===== src/rtl/riscv_dram_requester.sv =====
// riscv_dram_requester
//   Initiator side of the DRAM wren/rden/mem_ready handshake. On a data-cache
//   miss it optionally writes back a dirty victim block, then reads the fill
//   block. Each enable is held until mem_ready is seen. The fill data is
//   returned with a one-cycle fill_valid pulse. busy stalls the core for the
//   whole transaction. A watchdog aborts any access that DRAM never answers.
//
// Ports
//   clk, rst_n        clock (rising edge) and asynchronous active-low reset
//   miss_req          1-cycle miss request, only looked at while idle
//   victim_dirty      victim block must be written back before the fill
//   victim_addr/data  writeback address and block
//   fill_addr         refill address
//   busy              transaction in progress
//   fill_valid        1-cycle pulse, fill_data holds the new block
//   fill_data         last refill block, held until the next fill_valid
//   err_timeout       1-cycle pulse, access aborted by the watchdog
//   wren, rden        DRAM write/read enables (levels, never both high)
//   dram_addr         DRAM address, stable while an enable is high
//   dram_wdata        DRAM write data, stable while wren is high
//   dram_rdata        DRAM read data, valid in the mem_ready cycle
//   mem_ready         DRAM completion pulse

module riscv_dram_requester #(
  parameter int ADDR_W      = 64,
  parameter int BLK_W       = 128,
  parameter int TIMEOUT_CYC = 64
) (
  input  logic              clk,
  input  logic              rst_n,
  input  logic              miss_req,
  input  logic              victim_dirty,
  input  logic [ADDR_W-1:0] victim_addr,
  input  logic [BLK_W-1:0]  victim_data,
  input  logic [ADDR_W-1:0] fill_addr,
  output logic              busy,
  output logic              fill_valid,
  output logic [BLK_W-1:0]  fill_data,
  output logic              err_timeout,
  output logic              wren,
  output logic              rden,
  output logic [ADDR_W-1:0] dram_addr,
  output logic [BLK_W-1:0]  dram_wdata,
  input  logic [BLK_W-1:0]  dram_rdata,
  input  logic              mem_ready
);

  localparam int TMR_W = (TIMEOUT_CYC > 2) ? $clog2(TIMEOUT_CYC) : 1;
  localparam logic [TMR_W-1:0] TMR_LAST = TMR_W'(TIMEOUT_CYC - 1);

  typedef enum logic [2:0] {
    IDLE,
    WB,
    GAP,
    RD,
    DONE
  } state_t;

  state_t            state;
  logic [TMR_W-1:0]  timer;
  logic [ADDR_W-1:0] fill_addr_q;

  // Single transaction FSM. Every output is a register driven from here.
  // The victim address/data go straight into dram_addr/dram_wdata when the
  // miss is accepted; only the fill address needs its own latch because it
  // is used after the writeback. mem_ready is checked before the watchdog so
  // a completion arriving on the last allowed cycle still counts as success.
  always_ff @(posedge clk or negedge rst_n) begin
    if (!rst_n) begin
      state       <= IDLE;
      timer       <= '0;
      fill_addr_q <= '0;
      busy        <= 1'b0;
      fill_valid  <= 1'b0;
      fill_data   <= '0;
      err_timeout <= 1'b0;
      wren        <= 1'b0;
      rden        <= 1'b0;
      dram_addr   <= '0;
      dram_wdata  <= '0;
    end else begin
      fill_valid  <= 1'b0;
      err_timeout <= 1'b0;
      case (state)
        IDLE: begin
          if (miss_req) begin
            busy        <= 1'b1;
            fill_addr_q <= fill_addr;
            timer       <= '0;
            if (victim_dirty) begin
              wren       <= 1'b1;
              dram_addr  <= victim_addr;
              dram_wdata <= victim_data;
              state      <= WB;
            end else begin
              rden      <= 1'b1;
              dram_addr <= fill_addr;
              state     <= RD;
            end
          end
        end

        WB: begin
          if (mem_ready) begin
            wren  <= 1'b0;
            state <= GAP;
          end else if (timer == TMR_LAST) begin
            wren        <= 1'b0;
            err_timeout <= 1'b1;
            busy        <= 1'b0;
            state       <= IDLE;
          end else begin
            timer <= timer + TMR_W'(1);
          end
        end

        // One cycle with both enables low so the DRAM model's counter clears
        // between the write and the read.
        GAP: begin
          rden      <= 1'b1;
          dram_addr <= fill_addr_q;
          timer     <= '0;
          state     <= RD;
        end

        RD: begin
          if (mem_ready) begin
            fill_data  <= dram_rdata;
            rden       <= 1'b0;
            fill_valid <= 1'b1;
            state      <= DONE;
          end else if (timer == TMR_LAST) begin
            rden        <= 1'b0;
            err_timeout <= 1'b1;
            busy        <= 1'b0;
            state       <= IDLE;
          end else begin
            timer <= timer + TMR_W'(1);
          end
        end

        DONE: begin
          busy  <= 1'b0;
          state <= IDLE;
        end

        default: begin
          state <= IDLE;
        end
      endcase
    end
  end

endmodule

===== config.mk =====
export PLATFORM = sky130hd
export DESIGN_NAME = riscv_dram_requester
export DESIGN_NICKNAME = d
export VERILOG_FILES = /design/src/rtl/riscv_dram_requester.sv
export SDC_FILE = /design/constraint.sdc
export NUM_CORES = 1
export LEC_CHECK = 0
export CAP_MARGIN = 20
export CORE_AREA = 3 3 274 276
export CTS_BUF_LIST = sky130_fd_sc_hd__clkbuf_4 sky130_fd_sc_hd__clkbuf_8
export DETAILED_ROUTE_END_ITERATION = 8
export DIE_AREA = 0 0 277 279
export GPL_ROUTABILITY_DRIVEN = 0
export PLACE_DENSITY_LB_ADDON = 0.2
export SLEW_MARGIN = 15
export SYNTH_ARGS = -nofsm -noshare
export SYNTH_HDL_FRONTEND = slang
export SYNTH_SLANG_ARGS = --single-unit

===== constraint.sdc =====
create_clock -name clk -period 1.8 [get_ports clk]
set_input_delay 0.36 -clock clk [delete_from_list [all_inputs] [get_ports clk]]
set_output_delay 0.36 -clock clk [all_outputs]
set_load 0.005 [all_outputs]

Word level (Yosys, flattened, before mapping)
Cells that the tools add are included.
- ROM bits: 0
- RAM bits: 0
- word-level logic and storage cells: 69
- bits in registers: 398
- memories: 0
- bits in latches: 0
- output and inout port bits: 325
- bitwise logic cells: 0
- add/sub/neg operators: 1
- $mul: 0
- $lt $le $gt $ge: 0
- reduce and logical (&&, ||, !) cells: 15
- mux-type cells: 29
- equality and inequality tests: 13
- shift-type cells: 0
- divide/modulo/power cells: 0
- operators with widths (operator ; count):
    $mux 64 ; 2
    $pmux 64 s2 ; 1
    $mux 6 ; 3
    $pmux 6 s3 ; 1
    $reduce_and 4->1 ; 4
    $mux 1 ; 13
    $mux 3 ; 4
    $pmux 3 s4 ; 1
    $ne 2x2->1 const B ; 5
    $reduce_bool 3->1 ; 3
    $add 6x1->6 const B ; 1
    $eq 3x2->1 const B ; 2
    $eq 6x6->1 const B ; 1
    $ne 3x3->1 const B ; 2
    $pmux 1 s3 ; 2
    $reduce_and 2->1 ; 3
    $reduce_bool 2->1 ; 2
    $eq 3x1->1 const B ; 1
    $eq 3x3->1 const B ; 1
    $logic_not 3->1 ; 1
    $reduce_and 3->1 ; 1
    $mux 2 ; 1
    $ne 2x1->1 const B ; 1
    $pmux 1 s2 ; 1
    $reduce_or 2->1 ; 1

Logic depth before layout (Yosys ltp)
Gate-level depths: netlist of run 1.
- word-level depth: 4
- depth in mapped cells: 7
- gate-level depth less buffers: 5

Worst setup path before layout of run 1
No wires, ideal clock.
- path type: reg-to-reg
- start point: register state[0]
- end point: register dram_wdata[118]
- data required time: 1.675 ns
- data arrival time: 1.580 ns
- setup time: 0.125 ns
- path buffers: 2
- cell stages (with the launch flop): 7
- path slack: 0.095 ns
- period minus slack after synthesis: 1.705 ns
- cell sequence: dfrtp_1 > nor2_1 > nand3_1 > nor2_1 > buf_2 > buf_2 > mux2_2
- cells in the longest elaborated chain, start to end: 2
- ends and longest elaborated chain (element ; RTL line ; text):
    from (decl) ; 59 ; state_t state;
    from (signal assigned) ; 70 ; state <= IDLE;
    from (signal assigned) ; 94 ; state <= WB;
    from (signal assigned) ; 98 ; state <= RD;
    $logic_not 3->1 ; 84 ; case (state)
    $reduce_and 3->1 (no line) ; - ;
    to (signal assigned) ; 93 ; dram_wdata <= victim_data;
    to (decl) ; 43 ; output logic [BLK_W-1:0] dram_wdata,
No other way between the ends.
A chain may end at the register's enable or synchronous reset.

Worst setup path in the final report of run 1
- start point: register state[0]
- end point: register dram_wdata[114]
Same word-level chain as after synthesis.

==> summary.txt, run 1 <==
DR iter-0 viols = 406
Final hold vios = 0
Final nets = 2366
Vias per cell = 4.17
CTS buffer count = 78
Worst path arrival time = 2260 ps
Root Driver = clkbuf_8
Clock Latency Late Sink = 640 ps
Initial antenna violation count = 9
Vias in the first global route = 13600
Remaining Overflow, GRT = 0
H-tree depth = 3
Ports = 714
Worst hold slack = 283 ps
DR pass1 iterations = 4
Flop pwr share = 37.4%
Syn Std Cell Area = 15900 µm²
Effective utilization at floorplan = 21.8%
Maximum vdd drop = 0.000662 V
Max cap viols = 0
Max Freq = 574 MHz
Dpl cell area = 24800 µm²
Final min period = 1740 ps
DRC = 0
Setup crit start kind = flip-flop
Adder-Cell Fraction of Synth Area = 0.0787%
Synth Area in XOR/XNOR = 0%
DRT Wirelength = 61700 µm
Slew margin rel. = 59.4%
Main combinational cell family by area after synthesis = multiplexers
Netlist cell types = 37
Final antenna-violating net count = 0
Max Buffers Root-to-Sink = 3
Chip width = 277 µm
Leak = 11.8 nW
Ys Warns = 0
Hold WC Path Type = input pin to flip-flop
Routed vias = 12500
Mux contribution to synthesized area = 22.2%
Post-route cell area = 26300 µm²
Power Density = 1590 nW/µm²
Commonest cells after routing, fill and taps aside = dfrtp_1 (398), clkdlybuf4s50_1 (386), dlygate4sd2_1 (313), nand2_1 (260), mux2_2 (255)
Syn nets = 1562
CTS sink cnt = 398
Crit-path max FO = 7
Std-Cell Rows = 99
GRT Total Usage = 15.4%
Total power = 0.0419 W
Mapped Cells = 1172
Crit path capture type = flip-flop
Skew final = 38.7 ps
HPWL Detailed = 47100 µm
Utilization after layout = 36.2%
Synth Area in Compound Gates = 5.42%
Logic pwr share = 39.4%
Outcome = finished, final reports clean
Share of the yosys chip area belonging to registers = 62.7%
CP Class = flip-flop to flip-flop
Worst Path Required = 2320 ps
Share of post-route cells with drive strength above 1 = 27.3%
Most common cell after layout, fill and taps aside = dfrtp_1
TritonCTS clock tree = yes
Port bufs = 713
Switch share = 31.5%
First-pass GRT wire length = 90900 µm
Final period util = 96.9%
Final setup fails = 0
Least-Margin Pin Slew = 608 ps
Flops & latches, synth = 398
Clock slew at reported path FFs = 60 ps
Die Y = 279 µm
Area grow syn2layout = 65.8%
Slew Viols, Final = 0
Clock power share = 23.2%
Int Pwr = 0.0287 W
Net Sw Power = 0.0132 W
RSZ-0062 raised after global routing = yes
Post-synthesis simple-gate area fraction = 7.35%
Syn_area_per_cell = 13.6 µm²
Largest net degree at the start of global routing = 67
Avg WL per Cell = 20.6 µm
Core footprint = 72800 µm²
Total die area = 77300 µm²
Setup TNS = 0 ps
==> layer usage <==
metal / routed length [µm] / up-vias / share of wire (%) / global-route usage (%)
li1: - / 5752 / - / -
met1: 23500 / 6164 / 38 / 17.0
met2: 32400 / 474 / 52 / 27.9
met3: 4510 / 101 / 7.3 / 5.18
met4: 1360 / 0 / 2.2 / 4.51
met5: 0 / - / 0 / 0
==> Yosys cell counts <==
library cell  number  area, µm²
dfrtp_1          398       9960
nand2_1          262        983
mux2_2           256       2880
mux2i_1           65        651
o221a_2           63        709
buf_2             52        260
clkbuf_1          19       71.3
nor2_1            11       41.3
a21oi_1            6       30.0
nand3_1            5       25.0
o31ai_1            4       30.0
or4_1              4       30.0
a221o_1            2       20.0
inv_1              2       7.51
a211o_4            1       17.5
a211oi_1           1       7.51
a221oi_1           1       8.76
a2bb2oi_1          1       8.76
a31oi_1            1       6.26
and2_1             1       6.26
and3_1             1       6.26
and4_1             1       8.76
buf_4              1       7.51
buf_6              1       11.3
ha_1               1       12.5
nand2b_1           1       6.26
nand3b_1           1       7.51
nand4b_1           1       8.76
nor3_1             1       5.00
nor3_2             1       10.0
nor3b_1            1       7.51
nor4b_1            1       8.76
o211ai_1           1       7.51
o21ai_0            1       5.00
o32a_1             1       10.0
or2_2              1       6.26
or2b_1             1       7.51
==> what timing repair did <==
action / in CTS / in global routing
setup endpoints to repair: 325 / 109
buffers inserted: 3 / 4
gates resized for setup: 340 / 14
gates cloned: 0 / 4
pin swaps: 0 / 4
hold buffers: 1 / 0
hold endpoints to repair: 33 / 0
==> cell type report <==
type	count	area [µm²]
antenna	5	12.5
tap	959	1200
fill	7191	46500
sequential	398	9960
multi-input combinational	699	5620
clock buffer	121	1520
clock inverter	16	163
timing repair buffer	797	7860
inverter	2	7.51
==> kinds of logic (layout without fill, tap and decap cells) <==
family	count (synthesis)	in the layout
buf+inv	75	936
other cells	0	5
simple gates	294	294
flops	398	398
fa+ha+maj	1	1
compound gates	83	83
mux	321	321
==> state kept, by name (all words and copies together), names as in the netlist <==
signal	count
wren	1
timer	6
err_timeout	1
fill_valid	1
fill_data	128
state	3
busy	1
rden	1
dram_addr	64
dram_wdata	128
fill_addr_q	64
==> through the flow <==
stage,instances,setup slack [ps]
after CTS,2984,0.396
final,2997,56.6
after floorplan,1172,95.5
after detailed placement,2843,-411
after global routing,2993,-5.40
after global placement,2843,-358
==> path summary, 6_finish.rpt <==
kind	to	depth (start not counted)	slack, ps	from
hold / removal	fill_addr_q[18]	3	280	fill_addr[18]
min in group asynchronous	dram_wdata[67]	2	290	rst_n
hold reg to reg	fill_addr_q[53]	2	470	fill_addr_q[53]
max in group asynchronous	fill_data[59]	3	820	rst_n
setup reg to reg	dram_wdata[114]	7	60	state[0]
setup / recovery	dram_wdata[114]	7	60	state[0]
==> worst max-delay path, stage by stage (launching register included) <==
cell and delay (ps):
dfrtp_1 430, nor2_2 140, nand3_2 100, nor2_4 160, buf_12 160, buf_12 160, clkbuf_16 160, mux2_2 330
==> power by group through the flow <==
| stage | registers, W | clock network [W] | logic (W) |
|---|---|---|---|
| after floorplan | 0.0160 | 0 | 0.00686 |
| after global placement | 0.0159 | 0 | 0.0189 |
| after detailed placement | 0.0160 | 0 | 0.0191 |
| after CTS | 0.0158 | 0.0102 | 0.0167 |
| after global routing | 0.0163 | 0.0106 | 0.0179 |
| final | 0.0157 | 0.00974 | 0.0165 |
Note: power is estimated with default switching activity, not from simulation.
==> run 2, diff against run 1 <==
Settings changed: CTS_CLUSTER_DIAMETER set to 80, PLACE_DENSITY set to 0.59, PLACE_DENSITY_LB_ADDON 0.2 to unset.
==> run 2 against run 1 <==
Via count increased by 1.0%. Critical path depth fell by 2. Setup slack lost 20 ps. Total power down 1.3%. Count of clock-buffer cells in the layout is 1 lower. Worst hold slack better by 7.8 ps. Critical path type unchanged.
==> summary.txt, run 2 (synthesis gave the netlist of run 1 again) <==
Clock slew at reported path FFs = 60 ps (about the same)
Slew Viols, Final = 0 (unchanged)
Largest net degree at the start of global routing = 60 (was 67)
Std-Cell Rows = 99 (unchanged)
CTS sink cnt = 398 (unchanged)
Worst Path Required = 2330 ps (was 2320 ps)
Total die area = 77300 µm² (unchanged)
HPWL Detailed = 46700 µm (was 47100 µm)
Final hold vios = 0 (unchanged)
Root Driver = clkbuf_8 (unchanged)
Remaining Overflow, GRT = 0 (unchanged)
H-tree depth = 3 (unchanged)
Fill cell count = 7157 (was 7191)
CP Class = flip-flop to flip-flop (unchanged)
DRT Wirelength = 60300 µm (was 61700 µm)
Routed vias = 12600 (was 12500)
Chip width = 277 µm (unchanged)
Die Y = 279 µm (unchanged)
Commonest cells after routing, fill and taps aside = dfrtp_1 (394), clkdlybuf4s50_1 (386), dlygate4sd2_1 (313), nand2_1 (260), mux2_2 (256) (was dfrtp_1 (398), clkdlybuf4s50_1 (386), dlygate4sd2_1 (313), nand2_1 (260), mux2_2 (255))
Final antenna-violating net count = 0 (unchanged)
Share of post-route cells with drive strength above 1 = 27.7% (was 27.3%)
Most common cell after layout, fill and taps aside = dfrtp_1 (unchanged)
Crit path capture type = flip-flop (unchanged)
Worst path arrival time = 2290 ps (was 2260 ps)
Final nets = 2374 (was 2366)
Core footprint = 72800 µm² (unchanged)
Final min period = 1760 ps (was 1740 ps)
Largest registers = dram_wdata: 128 flops, fill_data: 128 flops (unchanged)
Vias in the first global route = 14000 (was 13600)
Area grow syn2layout = 65.2% (was 65.8%)
Clock Latency Late Sink = 630 ps (was 640 ps)
Final period util = 98.0% (was 96.9%)
Setup crit start kind = flip-flop (unchanged)
Least-Margin Pin Slew = 606 ps (was 608 ps)
Initial antenna violation count = 16 (was 9)
Leak = 11.8 nW (about the same)
Power Density = 1580 nW/µm² (was 1590 nW/µm²)
First-pass GRT wire length = 89500 µm (was 90900 µm)
Reg2reg setup slack = 40 ps (was 60 ps)
Slew margin rel. = 59.6% (was 59.4%)
Port bufs = 713 (unchanged)
Max Freq = 567 MHz (was 574 MHz)
DR pass1 iterations = 4 (unchanged)
Ports = 714 (unchanged)
Effective utilization at floorplan = 21.8% (unchanged)
CTS buffer count = 74 (was 78)
Max cap viols = 0 (unchanged)
Utilization after layout = 36.0% (was 36.2%)
Worst hold slack = 291 ps (was 283 ps)
Crit-path max FO = 7 (unchanged)
RSZ-0062 raised after global routing = yes (unchanged)
Max Buffers Root-to-Sink = 3 (unchanged)
GRT Total Usage = 15.1% (was 15.4%)
Final setup fails = 0 (unchanged)
DRC = 0 (unchanged)
Vias per cell = 4.19 (was 4.17)
Skew final = 28.1 ps (was 38.7 ps)
Avg WL per Cell = 20.0 µm (was 20.6 µm)
DR iter-0 viols = 494 (was 406)
Hold WC Path Type = input pin to async pin (was input pin to flip-flop)
Maximum vdd drop = 0.000765 V (was 0.000662 V)
TritonCTS clock tree = yes (unchanged)
Outcome = finished, final reports clean (unchanged)
## run 2: cell count changes in the layout (fill, tap and decap cells not counted), moves of 2 or more
cell	previous run	this run
clkbuf_4	23	27
buf_6	2	6
bufinv_16	2	0
clkbuf_8	98	93
buf_4	49	63
dfrtp_2	0	4
clkbuf_16	4	2
dfrtp_1	398	394
buf_12	24	21
diode_2	5	12
## run 2: report_power, final
| part | internal [W] | total (W) | switching (W) | leakage (nW) |
|---|---|---|---|---|
| logic | 0.00962 | 0.0164 | 0.00675 | 6.19 |
| clock network | 0.00521 | 0.00908 | 0.00387 | 0.828 |
| registers | 0.0135 | 0.0160 | 0.00249 | 4.77 |
## run 2: per-layer routing
layer	routed length, µm	vias to the layer above	share of wire (%)	global-route usage (%)
met1	22000	6221	37	16.0
met2	31300	520	52	26.6
met4	2240	0	3.7	7.35
met3	4790	111	7.9	5.31
met5	0	-	0	0
li1	-	5768	-	-
## run 2: layout make-up
class | instances | area (µm²) | area share [%]
diodes | 12 | 30.0 | 0.114
clock buffers | 120 | 1480 | 5.65
clock inverters | 11 | 77.6 | 0.295
inverters | 2 | 7.51 | 0.0286
multi-input cells | 699 | 5620 | 21.4
flip-flops and latches | 398 | 9960 | 38.0
well taps | 959 | 1200 | 4.57
repair buffers | 809 | 7880 | 30.0
## run 2: timing repair
item | in CTS | in global routing
cloned | 0 | 3
pin swaps | 0 | 1
gates resized for setup | 344 | 12
hold endpoints to repair | 25 | 0
hold buffers | 1 | 0
setup endpoints to repair | 325 | 148
buffers inserted | 9 | 3
## run 2: final timing paths
| path | end | cells after the start | from |
|---|---|---|---|
| hold / removal | dram_wdata[67] | 2 | rst_n |
| hold reg to reg | fill_addr_q[42] | 2 | fill_addr_q[42] |
| setup / recovery | timer[5] | 5 | state[1] |
| max in group asynchronous | fill_addr_q[7] | 3 | rst_n |
| min in group clk | fill_addr_q[11] | 3 | fill_addr[11] |
| setup reg to reg | timer[5] | 5 | state[1] |
## run 2: worst max-delay path, cell delays in order, from the launching register on
cell,delay [ps]
dfrtp_1,420
buf_4,190
nor3_2,60
a211o_4,340
or4_1,510
a21oi_1,160
## run 2: through the flow
stage / setup WS (ps) / total power [W] / cells / area, µm² / TNS, ps
floorplan: 95.5 / 0.0228 / 1172 / 15900 / 0
global placement: -323 / 0.0346 / 2851 / 24800 / -70770
detailed placement: -338 / 0.0351 / 2851 / 24800 / -85680
CTS: 2.17 / 0.0419 / 2992 / 26100 / 0
global route: -52.4 / 0.0441 / 3009 / 26300 / -727
finish: 36.3 / 0.0414 / 3010 / 26300 / 0
